--- config.mk ---
export PLATFORM = sky130hd
export DESIGN_NAME = imager_apb_drain
export DESIGN_NICKNAME = d
export VERILOG_FILES = /design/src/rtl/imager_pkg.sv /design/src/rtl/apb_timeout.sv /design/src/rtl/imager_apb_drain.sv
export SDC_FILE = /design/constraint.sdc
export NUM_CORES = 1
export LEC_CHECK = 0
export CORE_MARGIN = 1
export CORE_UTILIZATION = 46
export CTS_CLUSTER_DIAMETER = 60
export DETAILED_ROUTE_END_ITERATION = 8
export GPL_TIMING_DRIVEN = 1
export PLACE_DENSITY = 0.81
export SYNTH_ARGS = -nofsm -noshare
export SYNTH_HDL_FRONTEND = slang
export SYNTH_HIERARCHICAL = 1
export SYNTH_SLANG_ARGS = --single-unit
--- constraint.sdc ---
create_clock -name clk -period 4.2 [get_ports clk]
set_clock_uncertainty 0.1 [all_clocks]
set_input_delay 1.26 -clock clk [delete_from_list [all_inputs] [get_ports clk]]
set_output_delay 1.26 -clock clk [all_outputs]
set_load 0.02 [all_outputs]
--- src/rtl/imager_pkg.sv ---
// Shared state encoding and default register map for the imager APB drain engine.
package imager_pkg;

  typedef enum logic [2:0] {
    ST_IDLE        = 3'd0,
    ST_STAT_SETUP  = 3'd1,
    ST_STAT_ACCESS = 3'd2,
    ST_DATA_SETUP  = 3'd3,
    ST_DATA_ACCESS = 3'd4,
    ST_PUSH        = 3'd5,
    ST_DONE        = 3'd6
  } drain_state_t;

  localparam logic [31:0] DEF_STATUS_ADDR = 32'h0000_0004;
  localparam logic [31:0] DEF_DATA_ADDR   = 32'h0000_0008;
  localparam int          TO_W            = 16;

  function automatic logic is_setup(input drain_state_t s);
    return (s == ST_STAT_SETUP) || (s == ST_DATA_SETUP);
  endfunction

  function automatic logic is_access(input drain_state_t s);
    return (s == ST_STAT_ACCESS) || (s == ST_DATA_ACCESS);
  endfunction

endpackage

--- src/rtl/apb_timeout.sv ---
// Counts PREADY=0 cycles of one APB access; expired flags the wait cycle
// that brings the count up to the limit, so the caller can abort on that edge.
module apb_timeout
  import imager_pkg::*;
(
  input  logic            clk,
  input  logic            reset,
  input  logic            clear,
  input  logic            tick,
  input  logic [TO_W-1:0] limit,
  output logic            expired
);

  logic [TO_W-1:0] r_cnt;

  // wait-cycle counter, restarted before every access phase
  always_ff @(posedge clk or negedge reset) begin
    if (!reset) begin
      r_cnt <= '0;
    end else if (clear) begin
      r_cnt <= '0;
    end else if (tick) begin
      r_cnt <= r_cnt + TO_W'(1);
    end else begin
      r_cnt <= r_cnt;
    end
  end

  assign expired = tick && (r_cnt == (limit - TO_W'(1)));

endmodule

--- src/rtl/imager_apb_drain.sv ---
// Drains a camera FIFO over APB: polls the status register until not empty,
// reads one data word, pushes it on a valid/ready stream, repeats word_count times.
module imager_apb_drain
  import imager_pkg::*;
#(
  parameter logic [31:0] STATUS_ADDR = DEF_STATUS_ADDR,
  parameter logic [31:0] DATA_ADDR   = DEF_DATA_ADDR,
  parameter int          EMPTY_BIT   = 0,
  parameter int          TIMEOUT     = 255
) (
  input  logic        clk,
  input  logic        reset,
  input  logic        start,
  input  logic [15:0] word_count,
  output logic        busy,
  output logic        done,
  output logic        error,
  output logic [31:0] m_data,
  output logic        m_valid,
  input  logic        m_ready,
  output logic        PSEL,
  output logic        PENABLE,
  output logic        PWRITE,
  output logic [31:0] PADDR,
  output logic [31:0] PWDATA,
  input  logic        PREADY,
  input  logic        PSLVERR,
  input  logic [31:0] PRDATA
);

  localparam logic [TO_W-1:0] LP_LIMIT     = TO_W'(TIMEOUT);
  localparam logic [4:0]      LP_EMPTY_IDX = 5'(EMPTY_BIT);

  drain_state_t r_state, w_state_nx;
  logic [15:0]  r_count, w_count_nx;
  logic [31:0]  w_paddr_nx;
  logic         w_abort, w_capture, w_expired, w_tick;
  logic         r_busy, r_done, r_error, r_m_valid, r_psel, r_penable;
  logic [31:0]  r_m_data, r_paddr;

  assign w_tick = is_access(r_state) && !PREADY;

  apb_timeout u_timeout (
    .clk     (clk),
    .reset   (reset),
    .clear   (is_setup(r_state)),
    .tick    (w_tick),
    .limit   (LP_LIMIT),
    .expired (w_expired)
  );

  // next-state, count and capture decisions
  always_comb begin
    w_state_nx = r_state;
    w_count_nx = r_count;
    w_abort    = 1'b0;
    w_capture  = 1'b0;
    case (r_state)
      ST_IDLE: begin
        if (start && (word_count != 16'd0)) begin
          w_state_nx = ST_STAT_SETUP;
          w_count_nx = word_count;
        end else if (start) begin
          w_state_nx = ST_DONE;
        end else begin
          w_state_nx = ST_IDLE;
        end
      end
      ST_STAT_SETUP:  w_state_nx = ST_STAT_ACCESS;
      ST_STAT_ACCESS: begin
        if (w_expired || (PREADY && PSLVERR)) begin
          w_abort    = 1'b1;
          w_count_nx = 16'd0;
          w_state_nx = ST_IDLE;
        end else if (PREADY) begin
          w_state_nx = PRDATA[LP_EMPTY_IDX] ? ST_STAT_SETUP : ST_DATA_SETUP;
        end else begin
          w_state_nx = ST_STAT_ACCESS;
        end
      end
      ST_DATA_SETUP:  w_state_nx = ST_DATA_ACCESS;
      ST_DATA_ACCESS: begin
        if (w_expired || (PREADY && PSLVERR)) begin
          w_abort    = 1'b1;
          w_count_nx = 16'd0;
          w_state_nx = ST_IDLE;
        end else if (PREADY) begin
          w_capture  = 1'b1;
          w_state_nx = ST_PUSH;
        end else begin
          w_state_nx = ST_DATA_ACCESS;
        end
      end
      ST_PUSH: begin
        // the count saturates at zero; the last word ends the transfer
        if (m_ready && (r_count > 16'd1)) begin
          w_count_nx = r_count - 16'd1;
          w_state_nx = ST_STAT_SETUP;
        end else if (m_ready) begin
          w_count_nx = 16'd0;
          w_state_nx = ST_DONE;
        end else begin
          w_state_nx = ST_PUSH;
        end
      end
      ST_DONE: w_state_nx = ST_IDLE;
      default: begin
        w_count_nx = 16'd0;
        w_state_nx = ST_IDLE;
      end
    endcase
  end

  // APB address decode for the upcoming state
  always_comb begin
    if ((w_state_nx == ST_STAT_SETUP) || (w_state_nx == ST_STAT_ACCESS)) begin
      w_paddr_nx = STATUS_ADDR;
    end else if ((w_state_nx == ST_DATA_SETUP) || (w_state_nx == ST_DATA_ACCESS)) begin
      w_paddr_nx = DATA_ADDR;
    end else begin
      w_paddr_nx = 32'h0000_0000;
    end
  end

  // state, count and all outputs registered from the next state
  always_ff @(posedge clk or negedge reset) begin
    if (!reset) begin
      r_state   <= ST_IDLE;
      r_count   <= 16'd0;
      r_busy    <= 1'b0;
      r_done    <= 1'b0;
      r_error   <= 1'b0;
      r_m_valid <= 1'b0;
      r_m_data  <= 32'h0000_0000;
      r_psel    <= 1'b0;
      r_penable <= 1'b0;
      r_paddr   <= 32'h0000_0000;
    end else begin
      r_state   <= w_state_nx;
      r_count   <= w_count_nx;
      r_busy    <= (w_state_nx != ST_IDLE);
      r_done    <= (w_state_nx == ST_DONE);
      r_error   <= w_abort;
      r_m_valid <= (w_state_nx == ST_PUSH);
      r_psel    <= is_setup(w_state_nx) || is_access(w_state_nx);
      r_penable <= is_access(w_state_nx);
      r_paddr   <= w_paddr_nx;
      if (w_capture) begin
        r_m_data <= PRDATA;
      end else begin
        r_m_data <= r_m_data;
      end
    end
  end

  assign busy    = r_busy;
  assign done    = r_done;
  assign error   = r_error;
  assign m_valid = r_m_valid;
  assign m_data  = r_m_data;
  assign PSEL    = r_psel;
  assign PENABLE = r_penable;
  assign PADDR   = r_paddr;
  assign PWRITE  = 1'b0;
  assign PWDATA  = 32'h0000_0000;

endmodule

==> results.sh <==
export IMPL_initial_utilization_pct=47.6
export IMPL_port_buffer_count=93
export IMPL_core_um2=9770
export IMPL_cts_tree="yes"
export IMPL_ir_drop_mv=0.453
export IMPL_syn_area_um2=4660
export IMPL_grt_pass1_vias=3726
export IMPL_status="finished, final reports clean"
export IMPL_gp_congestion=0.886
export IMPL_hold_depth=1
export IMPL_cts_path_max_buffers=2
export IMPL_yosys_cell_types_count=59
export IMPL_dp_cells=739
export IMPL_grt_first_pass_wirelength_um=16500
export IMPL_synth_top_area_share_pct=40.3
export IMPL_track_usage_pct=20.4
export IMPL_synth_top_cells_by_area="dfrtp_1 40%, buf_4 10%, mux2_2 7.3%"
export IMPL_rsz0062_at_grt="false"
export IMPL_dieHeight_um=103
export IMPL_end_kind="register"
export IMPL_drc=0
export IMPL_cp_start_kind="input port"
export IMPL_hold_violations=0
export IMPL_yosysSeqAreaShare_pct=40.3
export IMPL_num_rows=36
export IMPL_viasPerCell=4.81
export IMPL_dr_pass1_iters=4
export IMPL_crit_chain="clkdlybuf4s50_1 -> nor2_1 -> nand3_1 -> a21oi_1 -> nand4_1 -> a2111oi_1 -> nor4b_2 -> buf_4 -> a21oi_1 -> o21ai_0 -> o221ai_1 -> a21o_1 -> buf_12 -> a211oi_1 -> a21oi_1"
export IMPL_crit_start="PREADY"
export IMPL_avgSynthCellArea_um2=9.76
export IMPL_min_path_type="reg -> reg"
export IMPL_final_setup_tns_ns=0
export IMPL_p_per_area_nw_per_um2=581
export IMPL_hold_slack_ns=0.406
export IMPL_grt_max_degree=41
export IMPL_timing_final_ws_setup_ns=0.280
export IMPL_dieArea_um2=10500
export IMPL_crit_path_frequent_cell="a21oi_1"
export IMPL_hold_path_startpoint="m_data[20]$_DFFE_PN0P_"
export IMPL_wl_um=9800
export IMPL_worst_path_buf_inv=3
export IMPL_max_stage_delay_ns=0.44
export IMPL_ant_nets=0
export IMPL_r2r_end="r_count[1]$_DFFE_PN0P_"
export IMPL_crit_slowest_cell="clkdlybuf4s50_1"
export IMPL_yosys_warnings=6
export IMPL_fin_cells=754
export IMPL_final_setup_viol_count=0
export IMPL_r2r_start="r_state[1]$_DFF_PN0_"
export IMPL_antenna_found_initial=0
export IMPL_final_max_slew_violation_count=0
export IMPL_reg2reg_depth=16
export IMPL_clk_pin_slew_ns=0.08
export IMPL_critPathKind="in -> reg"
export IMPL_cp_data_required_time_ns=4.35
export IMPL_cp_max_fo=32
export IMPL_tightest_slew_ns=1.17
export IMPL_synth_edff_count=0
export IMPL_grt_overflow_total=0
export IMPL_ys_async_sr_fraction_pct=100
export IMPL_wire_per_inst_um=13.0
export IMPL_insertion_delay_ns=0.36
export IMPL_layout_min_cycle_time_ns=3.92
export IMPL_cts_max_level=3
export IMPL_postCtsSetupBuffers=0
export IMPL_numClockSinks=75
export IMPL_fin_nets=675
export IMPL_dp_slack_ns=-0.179
export IMPL_cts_root_buf="clkbuf_8"
export IMPL_synth_seq_cells=75
export IMPL_crit_family="compound AO/OA/AOI/OAI gates"
export IMPL_worstHoldEndpoint="m_data[20]$_DFFE_PN0P_"
export IMPL_fin_crit_sh_pct=93.3
export IMPL_drtIter0Drc=129
export IMPL_rrSetupSlack_ns=0.77
export IMPL_dpl_hpwl_um=7520
export IMPL_area_delta_synth_final_pct=26.3
export IMPL_synthFlopType="dfrtp_1"
export IMPL_die_w_um=103
export IMPL_n_antenna_cell=0
export IMPL_power_leakage_nw=2.60
export IMPL_synth_largest_area_cell="dfrtp_1"
export IMPL_slew_headroom_pct=21.4
export IMPL_drv_cap=0
export IMPL_drive_gt1_share_pct=12.2
export IMPL_holdBufCountCts=0
export IMPL_cts_buffers=9
export IMPL_io_pins=157
export IMPL_worstPathArrival_ns=4.07
export IMPL_num_vias=3629
export IMPL_syn_inst=477
export IMPL_fmax_mhz=255
-- metrics by stage --
| step | power [mW] | cell area, µm² | utilization [%] |
|---|---|---|---|
| floorplan | 2.27 | 5070 | - |
| global placement | 2.81 | 5680 | 58.1 |
| detailed placement | 2.87 | 5680 | 58.1 |
| CTS | 3.44 | 5880 | 60.2 |
| global route | 3.64 | 5880 | 60.2 |
| finish | 3.42 | 5880 | 60.2 |
-- cells in the mapped netlist, types with 4 or more instances --
cell,count
nor4_1,9
inv_1,12
mux2_2,30
o21ai_0,9
xor2_1,16
mux2i_1,5
clkbuf_1,11
o21ai_1,25
dfrtp_1,75
nand2_1,18
nor3_2,5
buf_2,5
a31oi_1,4
nand4_1,8
a32oi_1,8
ha_1,4
a21oi_1,22
nand3_1,10
nor2_1,41
nor3_1,12
buf_4,64
a22oi_1,4
xnor2_1,20
nor2b_1,4
-- layout make-up --
type,count,area (µm²)
fillers,820,3890
well taps,133,166
inverters,13,48.8
repair buffers,101,1020
clock buffers,10,138
clock inverters,5,62.6
flip-flops and latches,75,1880
multi-input cells,417,2570
-- power by group --
group / switching, mW / leakage, nW / internal (mW)
logic: 0.923 / 1.53 / 0.779
registers: 0.181 / 0.971 / 0.974
clock network: 0.271 / 0.0950 / 0.290
-- flip-flops by register name, summed over array words and instances, names as in the netlist, 2 cells and up --
name             flops
m_data              32
u_timeout/r_cnt     16
r_state              3
PADDR                2
r_count             16
-- per-layer routing --
layer / track usage [%] / part of all wire (%) / vias up
met2: 36.5 / 52 / 130
met1: 21.6 / 39 / 1706
met4: 9.23 / 2.3 / 0
met3: 6.92 / 6.8 / 21
met5: 0 / 0 / -
li1: - / - / 1772
-- timing repair --
| action | CTS | global route |
|---|---|---|
| endpoints found under the setup margin | 0 | 3 |
| resized for setup | 0 | 1 |
| endpoints found under the hold margin | 0 | 0 |
-- kinds of logic (layout without fill, tap and decap cells) --
| logic type | Yosys count | in the layout | synth area share, % |
|---|---|---|---|
| AND/OR/NAND/NOR | 136 | 136 | 16.7 |
| buffers and inverters | 96 | 129 | 13.5 |
| AO/OA/AOI/OAI | 91 | 91 | 12.6 |
| flip-flops | 75 | 75 | 40.3 |
| multiplexers | 37 | 37 | 8.81 |
| XOR/XNOR | 36 | 36 | 6.77 |
| adder cells (fa/ha/maj) | 4 | 4 | 1.08 |
| other | 2 | 113 | 0.161 |
-- how the worst max path moves through the flow --
stage                             end  cells past startpoint
5_1_grt        r_count[1]$_DFFE_PN0P_                     15
3_3_place_gp   r_count[1]$_DFFE_PN0P_                     15
6_report       r_count[1]$_DFFE_PN0P_                     15
2_1_floorplan      PADDR[3]$_DFF_PN0_                     13
3_5_place_dp   r_count[1]$_DFFE_PN0P_                     15
4_1_cts        r_count[1]$_DFFE_PN0P_                     15
-- layout by cell type (no fill, tap or decap), types with 10 or more instances in the layout --
cell             instances
xnor2_1                 20
inv_1                   12
dfrtp_1                 75
clkdlybuf4s50_1         92
nand3_1                 10
o21ai_1                 25
xor2_1                  16
conb_1                 113
mux2_2                  30
nor2_1                  41
nand2_1                 18
clkbuf_8                10
nor3_1                  12
a21oi_1                 22
No activity file was read; power rests on OpenSTA's default activity.
